===== config.mk =====
export PLATFORM = sky130hd
export DESIGN_NAME = uart_rx_ctrl
export DESIGN_NICKNAME = d
export VERILOG_FILES = /design/src/rtl/uart_rx_ctrl.sv
export SDC_FILE = /design/constraint.sdc
export NUM_CORES = 1
export LEC_CHECK = 0
export ABC_AREA = 1
export CORE_UTILIZATION = 40
export CTS_BUF_LIST = sky130_fd_sc_hd__clkbuf_16
export DETAILED_ROUTE_END_ITERATION = 16
export GPL_TIMING_DRIVEN = 1
export PLACE_DENSITY_LB_ADDON = 0.25
export SLEW_MARGIN = 15
export SYNTH_ARGS = -nofsm -noshare
export SYNTH_HDL_FRONTEND = slang
export SYNTH_SLANG_ARGS = --single-unit

===== constraint.sdc =====
create_clock -name clk -period 5.57 [get_ports clk]
set_input_delay 0.8355 -clock clk [delete_from_list [all_inputs] [get_ports clk]]
set_output_delay 0.8355 -clock clk [all_outputs]
set_load 0.1 [all_outputs]

===== src/rtl/uart_rx_ctrl.sv =====
// ============================================================================
// Module      : uart_rx_ctrl
// Description : Receive-side controller for the UART receiver. Captures each
//               completed byte into a FIFO, owns the parity configuration,
//               keeps sticky error/overrun/timeout status, raises a combined
//               level interrupt and exposes four 8-bit registers on a
//               single-cycle bus slave.
// Optional    : `define UART_RX_TIMEOUT_EN adds the idle-timeout counter,
//               STATUS[5] and CTRL[5] (ie_to). Undefined: both read 0.
// Ports       : clk, rst_n (async, active-low)
//               rx_data/rx_valid/rx_perr/rx_ferr - byte strobe from receiver
//               parity[1:0]                      - {enable, seed} to receiver
//               bus_sel/bus_we/bus_addr/bus_wdata/bus_rdata - register bus
//               irq                              - level interrupt
// Registers   : 0 DATA (R, pops) 1 STATUS (R, clears sticky bits)
//               2 CTRL (R/W, reset 0x04) 3 LEVEL (R)
// Revision    : 1.0 - initial release
// ============================================================================
`default_nettype none

module uart_rx_ctrl #(
    parameter int unsigned DEPTH       = 16,
    parameter int unsigned AW          = 4,
    parameter int unsigned TIMEOUT_CYC = 320
) (
    input  logic       clk,
    input  logic       rst_n,
    input  logic [7:0] rx_data,
    input  logic       rx_valid,
    input  logic       rx_perr,
    input  logic       rx_ferr,
    output logic [1:0] parity,
    input  logic       bus_sel,
    input  logic       bus_we,
    input  logic [1:0] bus_addr,
    input  logic [7:0] bus_wdata,
    output logic [7:0] bus_rdata,
    output logic       irq
);

    localparam logic [1:0]  C_ADDR_DATA   = 2'd0;
    localparam logic [1:0]  C_ADDR_STATUS = 2'd1;
    localparam logic [1:0]  C_ADDR_CTRL   = 2'd2;
    localparam logic [1:0]  C_ADDR_LEVEL  = 2'd3;
    localparam logic [AW:0] C_DEPTH_CNT   = (AW+1)'(DEPTH);
    localparam logic [5:0]  C_CTRL_RST    = 6'h04;
`ifdef UART_RX_TIMEOUT_EN
    localparam logic [5:0]  C_CTRL_MASK   = 6'h3F;
`else
    localparam logic [5:0]  C_CTRL_MASK   = 6'h1F;
`endif

    // ------------------------------------------------------------------------
    // State
    // ------------------------------------------------------------------------
    logic [7:0]    mem_q [DEPTH];
    logic [AW-1:0] rd_ptr_q, rd_ptr_d;
    logic [AW-1:0] wr_ptr_q, wr_ptr_d;
    logic [AW:0]   count_q,  count_d;
    logic          ovr_q,    ovr_d;
    logic          perr_q,   perr_d;
    logic          ferr_q,   ferr_d;
    logic          to_q,     to_d;
    logic [5:0]    ctrl_q,   ctrl_d;     // {ie_to, ie_err, ie_rx, rx_en, parity}
    logic [7:0]    rdata_q,  rdata_d;
    logic          irq_q,    irq_d;

    // ------------------------------------------------------------------------
    // Decode
    // ------------------------------------------------------------------------
    logic          w_rd;
    logic          w_wr;
    logic          w_stat_rd;
    logic          w_nempty;
    logic          w_full;
    logic          w_pop;
    logic [AW:0]   w_cnt_pop;
    logic          w_full_after_pop;
    logic          w_cap;
    logic          w_push;
    logic          w_ovr_set;
    logic          w_to_set;
    logic          w_unused;

    assign w_rd      = bus_sel & ~bus_we;
    assign w_wr      = bus_sel &  bus_we;
    assign w_stat_rd = w_rd & (bus_addr == C_ADDR_STATUS);
    assign w_nempty  = (count_q != '0);
    assign w_full    = (count_q == C_DEPTH_CNT);
    assign w_pop     = w_rd & (bus_addr == C_ADDR_DATA) & w_nempty;

    // Fullness is judged after a same-cycle pop so a push into a full FIFO
    // that is being read is accepted rather than counted as an overrun.
    assign w_cnt_pop        = count_q - (AW+1)'(w_pop);
    assign w_full_after_pop = (w_cnt_pop == C_DEPTH_CNT);
    assign w_cap            = rx_valid & ctrl_q[2];
    assign w_push           = w_cap & ~w_full_after_pop;
    assign w_ovr_set        = w_cap &  w_full_after_pop;

    assign w_unused = ^bus_wdata[7:6];

    // ------------------------------------------------------------------------
    // Idle timeout
    // ------------------------------------------------------------------------
`ifdef UART_RX_TIMEOUT_EN
    localparam int unsigned           C_TO_W   = $clog2(TIMEOUT_CYC + 1);
    localparam logic [C_TO_W-1:0]     C_TO_MAX = C_TO_W'(TIMEOUT_CYC);

    logic [C_TO_W-1:0] to_cnt_q, to_cnt_d;

    // Saturating counter: the flag is raised only on the step into the
    // saturation value, so it fires once per idle period.
    always_comb begin
        to_cnt_d = to_cnt_q;
        w_to_set = 1'b0;
        if (rx_valid || w_pop || !w_nempty) begin
            to_cnt_d = '0;
        end else if (to_cnt_q != C_TO_MAX) begin
            to_cnt_d = to_cnt_q + C_TO_W'(1);
            w_to_set = (to_cnt_q == (C_TO_MAX - C_TO_W'(1)));
        end
    end

    always_ff @(posedge clk or negedge rst_n) begin
        if (!rst_n) begin
            to_cnt_q <= '0;
        end else begin
            to_cnt_q <= to_cnt_d;
        end
    end
`else
    assign w_to_set = 1'b0;
`endif

    // ------------------------------------------------------------------------
    // Next-state logic
    // ------------------------------------------------------------------------
    always_comb begin
        rd_ptr_d = rd_ptr_q + AW'(w_pop);
        wr_ptr_d = wr_ptr_q + AW'(w_push);
        count_d  = w_cnt_pop + (AW+1)'(w_push);

        // Clear first, then set, so a set in the clearing cycle survives.
        ovr_d  = (ovr_q  & ~w_stat_rd) | w_ovr_set;
        perr_d = (perr_q & ~w_stat_rd) | (w_cap & rx_perr);
        ferr_d = (ferr_q & ~w_stat_rd) | (w_cap & rx_ferr);
        to_d   = (to_q   & ~w_stat_rd) | w_to_set;

        ctrl_d = ctrl_q;
        if (w_wr && (bus_addr == C_ADDR_CTRL)) begin
            ctrl_d = bus_wdata[5:0] & C_CTRL_MASK;
        end

        rdata_d = rdata_q;
        if (w_rd) begin
            case (bus_addr)
                C_ADDR_DATA:   rdata_d = w_nempty ? mem_q[rd_ptr_q] : 8'h00;
                C_ADDR_STATUS: rdata_d = {2'b00, to_q, ferr_q, perr_q, ovr_q,
                                          w_full, w_nempty};
                C_ADDR_CTRL:   rdata_d = {2'b00, ctrl_q};
                C_ADDR_LEVEL:  rdata_d = 8'(count_q);
                default:       rdata_d = 8'h00;
            endcase
        end

        irq_d = (ctrl_q[3] & w_nempty)
              | (ctrl_q[4] & (ovr_q | perr_q | ferr_q))
              | (ctrl_q[5] & to_q);
    end

    // ------------------------------------------------------------------------
    // Registers
    // ------------------------------------------------------------------------
    always_ff @(posedge clk or negedge rst_n) begin
        if (!rst_n) begin
            rd_ptr_q <= '0;
            wr_ptr_q <= '0;
            count_q  <= '0;
            ovr_q    <= 1'b0;
            perr_q   <= 1'b0;
            ferr_q   <= 1'b0;
            to_q     <= 1'b0;
            ctrl_q   <= C_CTRL_RST;
            rdata_q  <= 8'h00;
            irq_q    <= 1'b0;
        end else begin
            rd_ptr_q <= rd_ptr_d;
            wr_ptr_q <= wr_ptr_d;
            count_q  <= count_d;
            ovr_q    <= ovr_d;
            perr_q   <= perr_d;
            ferr_q   <= ferr_d;
            to_q     <= to_d;
            ctrl_q   <= ctrl_d;
            rdata_q  <= rdata_d;
            irq_q    <= irq_d;
        end
    end

    // Storage array carries no reset; validity is tracked by count_q.
    always_ff @(posedge clk) begin
        if (w_push) begin
            mem_q[wr_ptr_q] <= rx_data;
        end
    end

    assign parity    = ctrl_q[1:0];
    assign bus_rdata = rdata_q;
    assign irq       = irq_q;

endmodule

`default_nettype wire


==> results_dict.tcl <==
set metrics [dict create \
    required_ns 5.61 \
    worstMarginPinSlew_ns 1.17 \
    wl_um 15300 \
    post_cts_buffers 0 \
    cp_max_fo 17 \
    path_clk_slew_ns 0.06 \
    drv_cap 0 \
    cts_tree "built" \
    critPathTopFamily "simple AND/OR/NAND/NOR gates" \
    antenna_found_initial 0 \
    yosysMostFrequentCell "nand2_1" \
    grt_util_all_layers_pct 18.4 \
    synth_cell_type_count 30 \
    cts_sinks 159 \
    cts_max_level 4 \
    crit_chain "clkdlybuf4s50_1, inv_1, nor2_1, nand2_1, inv_1, ha_1, ha_1, xor2_1, nor3_1, nand2_2, nand2_4, nor3_1" \
    cp_num_buf_inv 3 \
    status "finished clean" \
    cts.path.max_buffers 2 \
    synth_top_area_cell "edfxtp_1" \
    clk_latency_ns 0.42 \
    end_kind "flop" \
    hold_path.class "flop to flop" \
    viasPerCell 4.97 \
    slowest_delay_ns 0.93 \
    vias 4560 \
    antenna_left 0 \
    synth-async-reset-ratio_pct 19.5 \
    grt_max_degree 70 \
    synth_fp_nets 688 \
    crit_arrival_ns 3.97 \
    die_width_um 133 \
    ir_drop_mv 0.259 \
    grt_overflow 0 \
    rsz0062_at_grt "false" \
    routabilityCongestion 0.916 \
    fmax_mhz 254 \
    powerDensity_nw_per_um2 487 \
    fin_nets 717 \
    rows 47 \
    cts_resized 0 \
    fin_skew_ns 0.00886 \
    place_inst 885 \
    slew_violations 0 \
    yosys.area.top_type_share_pct 55.6 \
    io_buffers 32 \
    ys_warn_count 0 \
    grt_pass1_vias 4572 \
    synth_seq_area_share_pct 66.8 \
    worstSetupStartpointType "input pin" \
    leakage_nw 3.31 \
    numCtsBuffers 17 \
    diodes 0 \
    critical_path_class "input pin to flop" \
    syn_to_final_growth_pct 16.1 \
    drc 0 \
    crit_path_top_delay_cell "nor3_1" \
    synthTopCellsByCount "nand2_1, edfxtp_1, inv_1, nand3_1, dfrtp_1" \
    final_layout_size_suffix_gt1_share_pct 6.74 \
    netlist_top_cells_area "edfxtp_1, dfrtp_1, nand2_1, nand3_1, inv_1" \
    grt_pass1_wl_um 24300 \
    coreArea_sq_um 16700 \
    start_util_pct 41.4 \
    setup-tns-final_ns 0 \
    dpl.hpwl_um 10100 \
    dieArea_sq_um 17800 \
    setup_violations 0 \
    ys.flop_type "edfxtp_1" \
    ys_ff_latch 159 \
    avgSynthCellArea_sq_um 10.6 \
    cts_root_buf "clkbuf_16" \
    first_pass_iters 5 \
    hold_violations 0 \
    fp.dieH_um 133 \
    synth_area_sq_um 6910 \
    stdcell_count 917 \
    holdBufCountCts 0 \
    fin_crit_ns 3.94 \
    wl_per_cell_um 16.7 \
    drtIter0Drc 220 \
    synth_edf_count 128 \
    netlist_instances 655 \
    fin_crit_sh_pct 70.7 \
    io_pins 36 \
    slew_headroom_pct 21.4 \
]
-- area by class of cell --
| cell class | count | area [sq um] |
|---|---|---|
| fillers | 1549 | 8670 |
| flip-flops and latches | 159 | 4620 |
| multi-input cells | 378 | 1830 |
| clock buffers | 17 | 425 |
| repair buffers | 37 | 358 |
| inverters | 91 | 342 |
| well taps | 220 | 275 |
| clock inverters | 15 | 176 |
-- final timing paths --
check	slack [ns]	cells past startpoint	endpoint	start
setup reg to reg	1.86	13	mem_q[2][7]	count_q[2]
hold / removal	0.49	2	to_q	to_q
max in group asynchronous	4.41	2	rd_ptr_q[0]	rst_n
hold reg to reg	0.49	2	to_q	to_q
min in group asynchronous	0.81	2	ctrl_q[3]	rst_n
setup / recovery	1.63	12	mem_q[2][7]	bus_sel
-- worst min-delay path, cell delays in order, from the launching register on --
cell and delay [ns]:
dfrtp_1 0.37, inv_1 0.05, nor2_1 0.04
-- through the flow --
stage / util, % / setup WS (ns) / cell area (sq um) / hold WS (ns) / total power [mW]
6_report: 48.1 / 1.63 / 8030 / 0.494 / 3.91
5_1_grt: 48.1 / 1.29 / 8030 / 0.517 / 4.12
4_1_cts: 47.9 / 1.61 / 8000 / 0.494 / 3.93
3_5_place_dp: 44.3 / 1.20 / 7400 / 0.484 / 2.75
3_3_place_gp: 44.3 / 1.25 / 7400 / 0.482 / 2.72
2_1_floorplan: - / 2.28 / 6910 / 0.469 / 2.41
-- cell usage in the layout (no fill, tap or decap) --
master and instances:
nor3_2 5, mux2_2 4, inv_2 1, clkinv_2 4, bufinv_16 4, nor2_1 29, a21oi_1 6, nand3_1 80
xnor2_1 1, nor3_1 15, inv_1 91, nand2_4 1, dfrtp_1 29, a22oi_1 1, clkdlybuf4s50_1 32, o22ai_1 1
nand2_1 180, nand2_2 1, o21ai_0 24, a211oi_1 3, buf_4 5, dfstp_2 1, nand3b_1 3, dfrtp_2 1
clkinv_4 1, clkbuf_16 17, xor2_1 8, xor2_2 1, ha_1 8, inv_6 1, clkinv_1 4, o211ai_1 7
edfxtp_1 128
-- report_power, final --
group          internal (mW)  switching, mW  total, mW
Sequential              1.41         0.0946       1.51
Clock                  0.739          0.439       1.18
Combinational          0.335          0.891       1.23
Total                   2.49           1.42       3.91
-- registers in the layout (all words and copies together) (netlist names) --
name	flops
ctrl_q	5
ferr_q	1
irq	1
wr_ptr_q	4
bus_rdata	8
perr_q	1
to_q	1
count_q	5
rd_ptr_q	4
mem_q	128
ovr_q	1
-- per-layer routing --
metal	routed length, um	global-route usage (%)	up-vias
met5	0	0	-
met3	721	4.26	18
met4	255	6.94	0
li1	-	-	2223
met2	7490	29.7	112
met1	6820	24.3	2207
-- cells by family after synthesis --
group	synth area share, %
compound gates	3.46
xor+xnor	1.38
fa+ha+maj	1.45
buf+inv	7.08
flops	66.8
mux	0.651
simple gates	19.2
(Power assumes the default switching activity.)
